===== config.mk =====
export PLATFORM = sky130hd
export DESIGN_NAME = tlb_array_flat
export DESIGN_NICKNAME = d
export VERILOG_FILES = /design/src/rtl/tlb_if.sv /design/src/rtl/tlb_array.sv /design/src/flat_wrapper.sv
export SDC_FILE = /design/constraint.sdc
export NUM_CORES = 2
export LEC_CHECK = 0
export ABC_AREA = 1
export BUFFER_PORTS_ARGS = -buffer_cell sky130_fd_sc_hd__buf_4
export CORE_MARGIN = 2
export CORE_UTILIZATION = 35
export CTS_BUF_LIST = sky130_fd_sc_hd__clkbuf_4 sky130_fd_sc_hd__clkbuf_8 sky130_fd_sc_hd__clkbuf_16
export DETAILED_ROUTE_END_ITERATION = 6
export PLACE_DENSITY = 0.47
export SYNTH_ARGS = -nofsm -noshare
export SYNTH_HDL_FRONTEND = slang
export SYNTH_SLANG_ARGS = --single-unit

===== constraint.sdc =====
create_clock -name clk -period 54.4 [get_ports clk]
set_input_delay 5.44 -clock clk [delete_from_list [all_inputs] [get_ports clk]]
set_output_delay 5.44 -clock clk [all_outputs]
set_load 0.005 [all_outputs]

===== src/rtl/tlb_if.sv =====
// WB-stage TLB port bundle: fetch/data search ports, INVTLB request, TLBWR/TLBFILL write and TLBRD read.
interface tlb_if #(parameter int LOG2TLBNUM = 4);
  logic [18:0]           s0_vppn;
  logic                  s0_va_bit12;
  logic [9:0]            s0_asid;
  logic                  s0_found;
  logic [LOG2TLBNUM-1:0] s0_index;
  logic [19:0]           s0_ppn;
  logic [5:0]            s0_ps;
  logic [1:0]            s0_plv, s0_mat;
  logic                  s0_d, s0_v;

  logic [18:0]           s1_vppn;
  logic                  s1_va_bit12;
  logic [9:0]            s1_asid;
  logic                  s1_found;
  logic [LOG2TLBNUM-1:0] s1_index;
  logic [19:0]           s1_ppn;
  logic [5:0]            s1_ps;
  logic [1:0]            s1_plv, s1_mat;
  logic                  s1_d, s1_v;

  logic                  invtlb_valid;
  logic [4:0]            invtlb_op;

  logic                  we;
  logic [LOG2TLBNUM-1:0] w_index;
  logic                  w_e, w_g;
  logic [18:0]           w_vppn;
  logic [5:0]            w_ps;
  logic [9:0]            w_asid;
  logic [19:0]           w_ppn0, w_ppn1;
  logic [1:0]            w_plv0, w_mat0, w_plv1, w_mat1;
  logic                  w_d0, w_v0, w_d1, w_v1;

  logic [LOG2TLBNUM-1:0] r_index;
  logic                  r_e, r_g;
  logic [18:0]           r_vppn;
  logic [5:0]            r_ps;
  logic [9:0]            r_asid;
  logic [19:0]           r_ppn0, r_ppn1;
  logic [1:0]            r_plv0, r_mat0, r_plv1, r_mat1;
  logic                  r_d0, r_v0, r_d1, r_v1;

  modport master (
    output s0_vppn, s0_va_bit12, s0_asid, s1_vppn, s1_va_bit12, s1_asid,
           invtlb_valid, invtlb_op,
           we, w_index, w_e, w_vppn, w_ps, w_asid, w_g,
           w_ppn0, w_plv0, w_mat0, w_d0, w_v0, w_ppn1, w_plv1, w_mat1, w_d1, w_v1,
           r_index,
    input  s0_found, s0_index, s0_ppn, s0_ps, s0_plv, s0_mat, s0_d, s0_v,
           s1_found, s1_index, s1_ppn, s1_ps, s1_plv, s1_mat, s1_d, s1_v,
           r_e, r_vppn, r_ps, r_asid, r_g,
           r_ppn0, r_plv0, r_mat0, r_d0, r_v0, r_ppn1, r_plv1, r_mat1, r_d1, r_v1
  );

  modport slave (
    input  s0_vppn, s0_va_bit12, s0_asid, s1_vppn, s1_va_bit12, s1_asid,
           invtlb_valid, invtlb_op,
           we, w_index, w_e, w_vppn, w_ps, w_asid, w_g,
           w_ppn0, w_plv0, w_mat0, w_d0, w_v0, w_ppn1, w_plv1, w_mat1, w_d1, w_v1,
           r_index,
    output s0_found, s0_index, s0_ppn, s0_ps, s0_plv, s0_mat, s0_d, s0_v,
           s1_found, s1_index, s1_ppn, s1_ps, s1_plv, s1_mat, s1_d, s1_v,
           r_e, r_vppn, r_ps, r_asid, r_g,
           r_ppn0, r_plv0, r_mat0, r_d0, r_v0, r_ppn1, r_plv1, r_mat1, r_d1, r_v1
  );
endinterface


===== src/rtl/tlb_array.sv =====
// Fully associative LoongArch TLB: two combinational search ports, TLBRD read,
// TLBWR/TLBFILL write and edge-triggered INVTLB invalidation.

// Page-size-aware VPPN compare; 4 KiB pages compare all 19 bits, 2 MiB pages only [18:9].
module tlb_va_cmp (
  input  logic [18:0] vppn,
  input  logic [5:0]  ps,
  input  logic [18:0] s_vppn,
  output logic        vmatch
);
  assign vmatch = (ps == 6'd12) ? (vppn == s_vppn) : (vppn[18:9] == s_vppn[18:9]);
endmodule

module tlb_array #(
  parameter int TLBNUM     = 16,
  parameter int LOG2TLBNUM = 4
) (
  input  logic clk,
  input  logic reset,
  tlb_if.slave bus
);
  typedef struct packed {
    logic [19:0] ppn;
    logic [1:0]  plv;
    logic [1:0]  mat;
    logic        d;
    logic        v;
  } page_t;

  typedef struct packed {
    logic        e;
    logic [18:0] vppn;
    logic [5:0]  ps;
    logic [9:0]  asid;
    logic        g;
    page_t       p0;
    page_t       p1;
  } ent_t;

  typedef struct packed {
    logic                  found;
    logic [LOG2TLBNUM-1:0] index;
    logic [19:0]           ppn;
    logic [5:0]            ps;
    logic [1:0]            plv;
    logic [1:0]            mat;
    logic                  d;
    logic                  v;
  } sres_t;

  ent_t [TLBNUM-1:0]  ent;
  ent_t               w_ent;
  logic [TLBNUM-1:0]  vm0, vm1, hit0, hit1, asid_eq1, inv_hit;
  sres_t              res0, res1;

  genvar gi;
  generate
    for (gi = 0; gi < TLBNUM; gi++) begin : g_ent
      tlb_va_cmp u_cmp0 (.vppn(ent[gi].vppn), .ps(ent[gi].ps), .s_vppn(bus.s0_vppn), .vmatch(vm0[gi]));
      tlb_va_cmp u_cmp1 (.vppn(ent[gi].vppn), .ps(ent[gi].ps), .s_vppn(bus.s1_vppn), .vmatch(vm1[gi]));
      assign asid_eq1[gi] = (ent[gi].asid == bus.s1_asid);
      assign hit0[gi] = ent[gi].e & (ent[gi].g | (ent[gi].asid == bus.s0_asid)) & vm0[gi];
      assign hit1[gi] = ent[gi].e & (ent[gi].g | asid_eq1[gi]) & vm1[gi];
    end
  endgenerate

  // Scan high-to-low so the lowest matching index is the last one written.
  function automatic sres_t lookup(input logic [TLBNUM-1:0] hit, input logic bit12,
                                   input logic bit8, input ent_t [TLBNUM-1:0] t);
    sres_t r;
    page_t pg;
    r = '0;
    for (int i = TLBNUM - 1; i >= 0; i--) begin
      if (hit[i]) begin
        pg      = ((t[i].ps == 6'd12) ? bit12 : bit8) ? t[i].p1 : t[i].p0;
        r.found = 1'b1;
        r.index = i[LOG2TLBNUM-1:0];
        r.ppn   = pg.ppn;
        r.ps    = t[i].ps;
        r.plv   = pg.plv;
        r.mat   = pg.mat;
        r.d     = pg.d;
        r.v     = pg.v;
      end
    end
    return r;
  endfunction

  assign res0 = lookup(hit0, bus.s0_va_bit12, bus.s0_vppn[8], ent);
  assign res1 = lookup(hit1, bus.s1_va_bit12, bus.s1_vppn[8], ent);

  assign {bus.s0_found, bus.s0_index, bus.s0_ppn, bus.s0_ps,
          bus.s0_plv, bus.s0_mat, bus.s0_d, bus.s0_v} = res0;
  assign {bus.s1_found, bus.s1_index, bus.s1_ppn, bus.s1_ps,
          bus.s1_plv, bus.s1_mat, bus.s1_d, bus.s1_v} = res1;

  assign {bus.r_e, bus.r_vppn, bus.r_ps, bus.r_asid, bus.r_g,
          bus.r_ppn0, bus.r_plv0, bus.r_mat0, bus.r_d0, bus.r_v0,
          bus.r_ppn1, bus.r_plv1, bus.r_mat1, bus.r_d1, bus.r_v1} = ent[bus.r_index];

  assign w_ent = {bus.w_e, bus.w_vppn, bus.w_ps, bus.w_asid, bus.w_g,
                  bus.w_ppn0, bus.w_plv0, bus.w_mat0, bus.w_d0, bus.w_v0,
                  bus.w_ppn1, bus.w_plv1, bus.w_mat1, bus.w_d1, bus.w_v1};

  always_comb begin
    inv_hit = '0;
    for (int i = 0; i < TLBNUM; i++) begin
      case (bus.invtlb_op)
        5'd0, 5'd1: inv_hit[i] = 1'b1;
        5'd2:       inv_hit[i] = ent[i].g;
        5'd3:       inv_hit[i] = ~ent[i].g;
        5'd4:       inv_hit[i] = ~ent[i].g & asid_eq1[i];
        5'd5:       inv_hit[i] = ~ent[i].g & asid_eq1[i] & vm1[i];
        5'd6:       inv_hit[i] = (ent[i].g | asid_eq1[i]) & vm1[i];
        default:    inv_hit[i] = 1'b0;
      endcase
    end
  end

  // The write follows the invalidation in this block so it overrides e on the same slot.
  always_ff @(posedge clk or posedge reset) begin
    if (reset) begin
      ent <= '0;
    end else begin
      for (int i = 0; i < TLBNUM; i++)
        if (bus.invtlb_valid && inv_hit[i]) ent[i].e <= 1'b0;
      if (bus.we) ent[bus.w_index] <= w_ent;
    end
  end
endmodule


===== src/flat_wrapper.sv =====
// flat-port wrapper written by rule: the top's interface ports become plain ports
module tlb_array_flat 
#(
  parameter int TLBNUM     = 16,
  parameter int LOG2TLBNUM = 4
)
  (clk, reset, bus_s0_vppn, bus_s0_va_bit12, bus_s0_asid, bus_s1_vppn, bus_s1_va_bit12, bus_s1_asid, bus_invtlb_valid, bus_invtlb_op, bus_we, bus_w_index, bus_w_e, bus_w_vppn, bus_w_ps, bus_w_asid, bus_w_g, bus_w_ppn0, bus_w_plv0, bus_w_mat0, bus_w_d0, bus_w_v0, bus_w_ppn1, bus_w_plv1, bus_w_mat1, bus_w_d1, bus_w_v1, bus_r_index, bus_s0_found, bus_s0_index, bus_s0_ppn, bus_s0_ps, bus_s0_plv, bus_s0_mat, bus_s0_d, bus_s0_v, bus_s1_found, bus_s1_index, bus_s1_ppn, bus_s1_ps, bus_s1_plv, bus_s1_mat, bus_s1_d, bus_s1_v, bus_r_e, bus_r_vppn, bus_r_ps, bus_r_asid, bus_r_g, bus_r_ppn0, bus_r_plv0, bus_r_mat0, bus_r_d0, bus_r_v0, bus_r_ppn1, bus_r_plv1, bus_r_mat1, bus_r_d1, bus_r_v1);
  tlb_if #(.LOG2TLBNUM(LOG2TLBNUM)) bus_i ();
  input  logic clk;
  input  logic reset;
  input wire logic [$bits(bus_i.s0_vppn)-1:0] bus_s0_vppn;
  input wire logic [$bits(bus_i.s0_va_bit12)-1:0] bus_s0_va_bit12;
  input wire logic [$bits(bus_i.s0_asid)-1:0] bus_s0_asid;
  input wire logic [$bits(bus_i.s1_vppn)-1:0] bus_s1_vppn;
  input wire logic [$bits(bus_i.s1_va_bit12)-1:0] bus_s1_va_bit12;
  input wire logic [$bits(bus_i.s1_asid)-1:0] bus_s1_asid;
  input wire logic [$bits(bus_i.invtlb_valid)-1:0] bus_invtlb_valid;
  input wire logic [$bits(bus_i.invtlb_op)-1:0] bus_invtlb_op;
  input wire logic [$bits(bus_i.we)-1:0] bus_we;
  input wire logic [$bits(bus_i.w_index)-1:0] bus_w_index;
  input wire logic [$bits(bus_i.w_e)-1:0] bus_w_e;
  input wire logic [$bits(bus_i.w_vppn)-1:0] bus_w_vppn;
  input wire logic [$bits(bus_i.w_ps)-1:0] bus_w_ps;
  input wire logic [$bits(bus_i.w_asid)-1:0] bus_w_asid;
  input wire logic [$bits(bus_i.w_g)-1:0] bus_w_g;
  input wire logic [$bits(bus_i.w_ppn0)-1:0] bus_w_ppn0;
  input wire logic [$bits(bus_i.w_plv0)-1:0] bus_w_plv0;
  input wire logic [$bits(bus_i.w_mat0)-1:0] bus_w_mat0;
  input wire logic [$bits(bus_i.w_d0)-1:0] bus_w_d0;
  input wire logic [$bits(bus_i.w_v0)-1:0] bus_w_v0;
  input wire logic [$bits(bus_i.w_ppn1)-1:0] bus_w_ppn1;
  input wire logic [$bits(bus_i.w_plv1)-1:0] bus_w_plv1;
  input wire logic [$bits(bus_i.w_mat1)-1:0] bus_w_mat1;
  input wire logic [$bits(bus_i.w_d1)-1:0] bus_w_d1;
  input wire logic [$bits(bus_i.w_v1)-1:0] bus_w_v1;
  input wire logic [$bits(bus_i.r_index)-1:0] bus_r_index;
  output wire logic [$bits(bus_i.s0_found)-1:0] bus_s0_found;
  output wire logic [$bits(bus_i.s0_index)-1:0] bus_s0_index;
  output wire logic [$bits(bus_i.s0_ppn)-1:0] bus_s0_ppn;
  output wire logic [$bits(bus_i.s0_ps)-1:0] bus_s0_ps;
  output wire logic [$bits(bus_i.s0_plv)-1:0] bus_s0_plv;
  output wire logic [$bits(bus_i.s0_mat)-1:0] bus_s0_mat;
  output wire logic [$bits(bus_i.s0_d)-1:0] bus_s0_d;
  output wire logic [$bits(bus_i.s0_v)-1:0] bus_s0_v;
  output wire logic [$bits(bus_i.s1_found)-1:0] bus_s1_found;
  output wire logic [$bits(bus_i.s1_index)-1:0] bus_s1_index;
  output wire logic [$bits(bus_i.s1_ppn)-1:0] bus_s1_ppn;
  output wire logic [$bits(bus_i.s1_ps)-1:0] bus_s1_ps;
  output wire logic [$bits(bus_i.s1_plv)-1:0] bus_s1_plv;
  output wire logic [$bits(bus_i.s1_mat)-1:0] bus_s1_mat;
  output wire logic [$bits(bus_i.s1_d)-1:0] bus_s1_d;
  output wire logic [$bits(bus_i.s1_v)-1:0] bus_s1_v;
  output wire logic [$bits(bus_i.r_e)-1:0] bus_r_e;
  output wire logic [$bits(bus_i.r_vppn)-1:0] bus_r_vppn;
  output wire logic [$bits(bus_i.r_ps)-1:0] bus_r_ps;
  output wire logic [$bits(bus_i.r_asid)-1:0] bus_r_asid;
  output wire logic [$bits(bus_i.r_g)-1:0] bus_r_g;
  output wire logic [$bits(bus_i.r_ppn0)-1:0] bus_r_ppn0;
  output wire logic [$bits(bus_i.r_plv0)-1:0] bus_r_plv0;
  output wire logic [$bits(bus_i.r_mat0)-1:0] bus_r_mat0;
  output wire logic [$bits(bus_i.r_d0)-1:0] bus_r_d0;
  output wire logic [$bits(bus_i.r_v0)-1:0] bus_r_v0;
  output wire logic [$bits(bus_i.r_ppn1)-1:0] bus_r_ppn1;
  output wire logic [$bits(bus_i.r_plv1)-1:0] bus_r_plv1;
  output wire logic [$bits(bus_i.r_mat1)-1:0] bus_r_mat1;
  output wire logic [$bits(bus_i.r_d1)-1:0] bus_r_d1;
  output wire logic [$bits(bus_i.r_v1)-1:0] bus_r_v1;
  assign bus_i.s0_vppn = bus_s0_vppn;
  assign bus_i.s0_va_bit12 = bus_s0_va_bit12;
  assign bus_i.s0_asid = bus_s0_asid;
  assign bus_i.s1_vppn = bus_s1_vppn;
  assign bus_i.s1_va_bit12 = bus_s1_va_bit12;
  assign bus_i.s1_asid = bus_s1_asid;
  assign bus_i.invtlb_valid = bus_invtlb_valid;
  assign bus_i.invtlb_op = bus_invtlb_op;
  assign bus_i.we = bus_we;
  assign bus_i.w_index = bus_w_index;
  assign bus_i.w_e = bus_w_e;
  assign bus_i.w_vppn = bus_w_vppn;
  assign bus_i.w_ps = bus_w_ps;
  assign bus_i.w_asid = bus_w_asid;
  assign bus_i.w_g = bus_w_g;
  assign bus_i.w_ppn0 = bus_w_ppn0;
  assign bus_i.w_plv0 = bus_w_plv0;
  assign bus_i.w_mat0 = bus_w_mat0;
  assign bus_i.w_d0 = bus_w_d0;
  assign bus_i.w_v0 = bus_w_v0;
  assign bus_i.w_ppn1 = bus_w_ppn1;
  assign bus_i.w_plv1 = bus_w_plv1;
  assign bus_i.w_mat1 = bus_w_mat1;
  assign bus_i.w_d1 = bus_w_d1;
  assign bus_i.w_v1 = bus_w_v1;
  assign bus_i.r_index = bus_r_index;
  assign bus_s0_found = bus_i.s0_found;
  assign bus_s0_index = bus_i.s0_index;
  assign bus_s0_ppn = bus_i.s0_ppn;
  assign bus_s0_ps = bus_i.s0_ps;
  assign bus_s0_plv = bus_i.s0_plv;
  assign bus_s0_mat = bus_i.s0_mat;
  assign bus_s0_d = bus_i.s0_d;
  assign bus_s0_v = bus_i.s0_v;
  assign bus_s1_found = bus_i.s1_found;
  assign bus_s1_index = bus_i.s1_index;
  assign bus_s1_ppn = bus_i.s1_ppn;
  assign bus_s1_ps = bus_i.s1_ps;
  assign bus_s1_plv = bus_i.s1_plv;
  assign bus_s1_mat = bus_i.s1_mat;
  assign bus_s1_d = bus_i.s1_d;
  assign bus_s1_v = bus_i.s1_v;
  assign bus_r_e = bus_i.r_e;
  assign bus_r_vppn = bus_i.r_vppn;
  assign bus_r_ps = bus_i.r_ps;
  assign bus_r_asid = bus_i.r_asid;
  assign bus_r_g = bus_i.r_g;
  assign bus_r_ppn0 = bus_i.r_ppn0;
  assign bus_r_plv0 = bus_i.r_plv0;
  assign bus_r_mat0 = bus_i.r_mat0;
  assign bus_r_d0 = bus_i.r_d0;
  assign bus_r_v0 = bus_i.r_v0;
  assign bus_r_ppn1 = bus_i.r_ppn1;
  assign bus_r_plv1 = bus_i.r_plv1;
  assign bus_r_mat1 = bus_i.r_mat1;
  assign bus_r_d1 = bus_i.r_d1;
  assign bus_r_v1 = bus_i.r_v1;
  tlb_array #(.TLBNUM(TLBNUM), .LOG2TLBNUM(LOG2TLBNUM)) u_core (.clk(clk), .reset(reset), .bus(bus_i));
endmodule

==> results.md <==
- Outcome: finished clean
- Clock root buffer: sky130_fd_sc_hd__clkbuf_16
- Aggregate negative setup slack: 0 ns
- Critical Path End Type: primary output
- Endpoints failing setup: 0
- Clock latency on the worst-skew pair: 0.90 ns
- Slew margin rel.: 11.9%
- Worst setup margin: 38.32 ns
- Clock network power share: 34.4%
- Final hold vios: 0
- Number of H-tree levels: 4
- Maximum number of pins on one net before global-route repair: 164
- Number of iterations in the first detailed-routing pass: 7
- Clock transition at the register clock pins on the worst setup and hold paths after CTS: 0.05 ns
- Total placed cells including tap cells: 17,900
- Reg-to-reg setup timing slack: 50.76 ns
- Clk sinks: 1,424
- CTS Hold Bufs: 0
- Part of the power in registers: 40.3%
- Post-cts repair resize count: 0
- Internal power: 2.40 mW
- Horizontal die dimension: 531 um
- CTS Buf Count: 188
- Number of distinct standard cells referenced by the synthesized netlist: 68
- Leftover overflow at the end of global routing: 0
- Effective utilization at floorplan: 35.2%
- Synth Warn #: 0
- First DRT Iteration DRCs: 17,300
- Detailed-route vias per instance: 5.90
- Row count: 193
- CTS tree: built
- DIE AREA: 0.282 sq mm
- Worst IR drop on VDD: 25.3 uV
- NumNets Final: 14,500
- Unrepaired setup endpoints after global routing: false
- Leakage component of the power: 49.2 nW
- Antenna violations before repair: 42
- Cells after synthesis: 14,800
- Placement-stage worst setup slack: 38.56 ns
- Avg Inst Size Synth: 6.59 sq um
- Post-route ant nets: 0
- Max Clk Rate: 0.0622 GHz
- Final min period: 16.08 ns
- Combined area of all synthesized cells: 0.0972 sq mm
- Fin crit share: 29.6%
- Post CTS Setup Buffer Count: 0
- Layout overhead on the synthesized area: 11.1%
- Detailed Place HPWL: 382,000 um
- Number of buffers added on ports: 328
- Die extent in y: 531 um
- Required time of the worst setup path: 48.96 ns
- Sequential fraction of the synthesis area: 36.7%
- CORE AREA: 0.276 sq mm
- Switching Share: 38.6%
- Combinational power share: 25.3%
- Path type of the worst setup path: input pin to primary output
- Non-filler instance count after layout: 18,200
- HP Class: flop to flop
- I/O pin count: 329
- Number of design rule violations left after detail routing: 0
- Clock buffer depth: 4
- Syn nets: 14,900
- Flip-flop and latch count after synthesis: 1,424
- Endpoint arrival time on the critical path: 10.64 ns
- Switching power: 1.50 mW
- Number of global-route vias before repair: 95,100
- Global-route usage over all layers: 37.6%
- Wirelength, routed: 547,000 um
- Largest clock skew in the final design: 0.0271 ns
- Gp weighted congestion: 0.988
- Final number of max-transition violations: 0
- Power Dens Cells: 36.1 mW/mm^2
- Fraction of layout cells with a size suffix above 1: 7.23%
- Crit path max fanout: 34
- DR vias: 107,000
- Transition time of the tightest slew-check pin: 1.31 ns
- Avg WL per Cell: 30.0 um
- Global-route wire length before repair: 761,000 um
- Max-cap violation count: 0
- Kind of launch point of the worst setup path: input pin
-- synthesized netlist by cell type, drive strengths merged --
| library cell | count | area [sq um] |
|---|---|---|
| nor4b | 1 | 8.76 |
| nor2b | 1 | 6.26 |
| or4 | 3 | 30.0 |
| o21ai | 2975 | 14900 |
| o2111ai | 21 | 184 |
| nand3 | 684 | 3460 |
| nor4 | 60 | 452 |
| o221ai | 32 | 280 |
| a21boi | 2 | 15.0 |
| a211oi | 11 | 82.6 |
| a2111oi | 3 | 32.5 |
| xnor2 | 224 | 1960 |
| inv | 1229 | 4620 |
| o211a | 1 | 10.0 |
| mux2 | 1 | 11.3 |
| xor2 | 219 | 1920 |
| o21a | 16 | 120 |
| o32ai | 3 | 26.3 |
| or3 | 1 | 6.26 |
| a41oi | 1 | 8.76 |
| o22ai | 102 | 638 |
| o31ai | 13 | 97.6 |
| a221oi | 42 | 368 |
| a31oi | 157 | 982 |
| clkbuf | 732 | 2750 |
| a21oi | 933 | 4670 |
| buf | 371 | 2140 |
| nor2 | 930 | 3560 |
| nor3 | 62 | 338 |
| nand3b | 5 | 37.5 |
| dfrtp | 1424 | 35600 |
| o211ai | 120 | 901 |
| nor3b | 3 | 22.5 |
| o221a | 1 | 11.3 |
| a211o | 1 | 8.76 |
| o41ai | 8 | 77.6 |
| and3 | 3 | 18.8 |
| nand4 | 102 | 653 |
| or2 | 19 | 119 |
| clkinv | 26 | 104 |
| mux2i | 16 | 160 |
| nand2 | 4185 | 15700 |
| and2 | 7 | 43.8 |
-- path summary, 6_finish.rpt --
check | start | to | cells after the start
worst max-delay path | bus_s0_asid[0] | bus_s0_ppn[18] | 21
worst min register to register | flop | flop | 2
min in group asynchronous | reset | async pin | 2
worst max register to register | flop | u_core.ent[355] | 12
max in group asynchronous | reset | async pin | 6
worst min-delay path | flop | flop | 2
-- critical path: stages --
cell	delay, ns
sky130_fd_sc_hd__buf_4	0.18
sky130_fd_sc_hd__inv_2	0.41
sky130_fd_sc_hd__nor2_1	0.08
sky130_fd_sc_hd__nor4_1	0.76
sky130_fd_sc_hd__nand4_1	0.21
sky130_fd_sc_hd__o31ai_1	0.72
sky130_fd_sc_hd__nand3_2	0.34
sky130_fd_sc_hd__buf_4	0.39
sky130_fd_sc_hd__clkinv_2	0.62
sky130_fd_sc_hd__nor2_1	0.08
sky130_fd_sc_hd__nand2_1	0.15
sky130_fd_sc_hd__nand2_1	0.18
sky130_fd_sc_hd__nand2_1	0.11
sky130_fd_sc_hd__nand2_1	0.05
sky130_fd_sc_hd__nand2_1	0.13
sky130_fd_sc_hd__nand2_1	0.17
sky130_fd_sc_hd__nand2_1	0.11
sky130_fd_sc_hd__nand2_1	0.07
sky130_fd_sc_hd__nand2_1	0.07
sky130_fd_sc_hd__nand2_1	0.07
sky130_fd_sc_hd__buf_4	0.14
-- stage by stage --
stage	power [mW]	instance area, sq um	util, %	hold WS, ns
2_1_floorplan	2.10	97200	-	0.453
3_3_place_gp	2.52	101000	36.7	0.467
3_5_place_dp	2.53	101000	36.7	0.474
4_1_cts	3.87	108000	39.1	0.488
5_1_grt	4.07	108000	39.1	0.502
6_report	3.90	108000	39.1	0.486
-- per-layer routing --
| metal | track usage [%] | vias to the layer above | wire length (um) |
|---|---|---|---|
| li1 | - | 47700 | - |
| met1 | 55.9 | 52100 | 244000 |
| met2 | 50.8 | 6890 | 213000 |
| met3 | 11.7 | 834 | 70600 |
| met4 | 11.8 | 10 | 20100 |
| met5 | 0 | - | 54 |
-- power by group through the flow --
stage	sequential [mW]	combinational [mW]	clock, mW
5_1_grt	1.59	1.09	1.39
2_1_floorplan	1.47	0.631	0
3_3_place_gp	1.57	0.951	0
6_report	1.57	0.988	1.34
4_1_cts	1.56	0.962	1.36
3_5_place_dp	1.57	0.958	0
-- cell families (layout without fill, tap and decap cells) --
kind of cell           count (synthesis)  count (layout)  share of synthesized area (%)
buffers and inverters               2358            2103                           9.89
XOR/XNOR                             443             443                           3.99
other                                  0              17                              0
AND/OR/NAND/NOR                     6066            6066                           25.2
AO/OA/AOI/OAI                       4442            4442                           24.1
multiplexers                          17              17                          0.176
flip-flops                          1424            1424                           36.7
-- final cells by class --
cell class                      count  area [sq um]
Multi-Input combinational cell  11000         52400
Tap cell                         3705          4640
Sequential cell                  1424         35600
Inverter                         1255          4760
Clock buffer                      284          5850
Antenna cell                       17          42.5
Fill cell                       29600        168000
Clock inverter                     58           629
Timing Repair Buffer              506          4000
-- cells in the final DEF (no fill, tap or decap), drive strengths merged, types with 32 or more instances in the layout --
cell | Yosys | final
xnor2 | 224 | 224
dfrtp | 1424 | 1424
o21ai | 2975 | 2975
a31oi | 157 | 157
o211ai | 120 | 120
nand3 | 684 | 684
a21oi | 933 | 933
clkbuf | 732 | 285
buf | 371 | 505
o221ai | 32 | 32
nor4 | 60 | 60
nand4 | 102 | 102
nor2 | 930 | 930
nor3 | 62 | 62
xor2 | 219 | 219
inv | 1229 | 1231
o22ai | 102 | 102
a221oi | 42 | 42
nand2 | 4185 | 4185
clkinv | 26 | 62
Power figures use the tool's default switching activity.
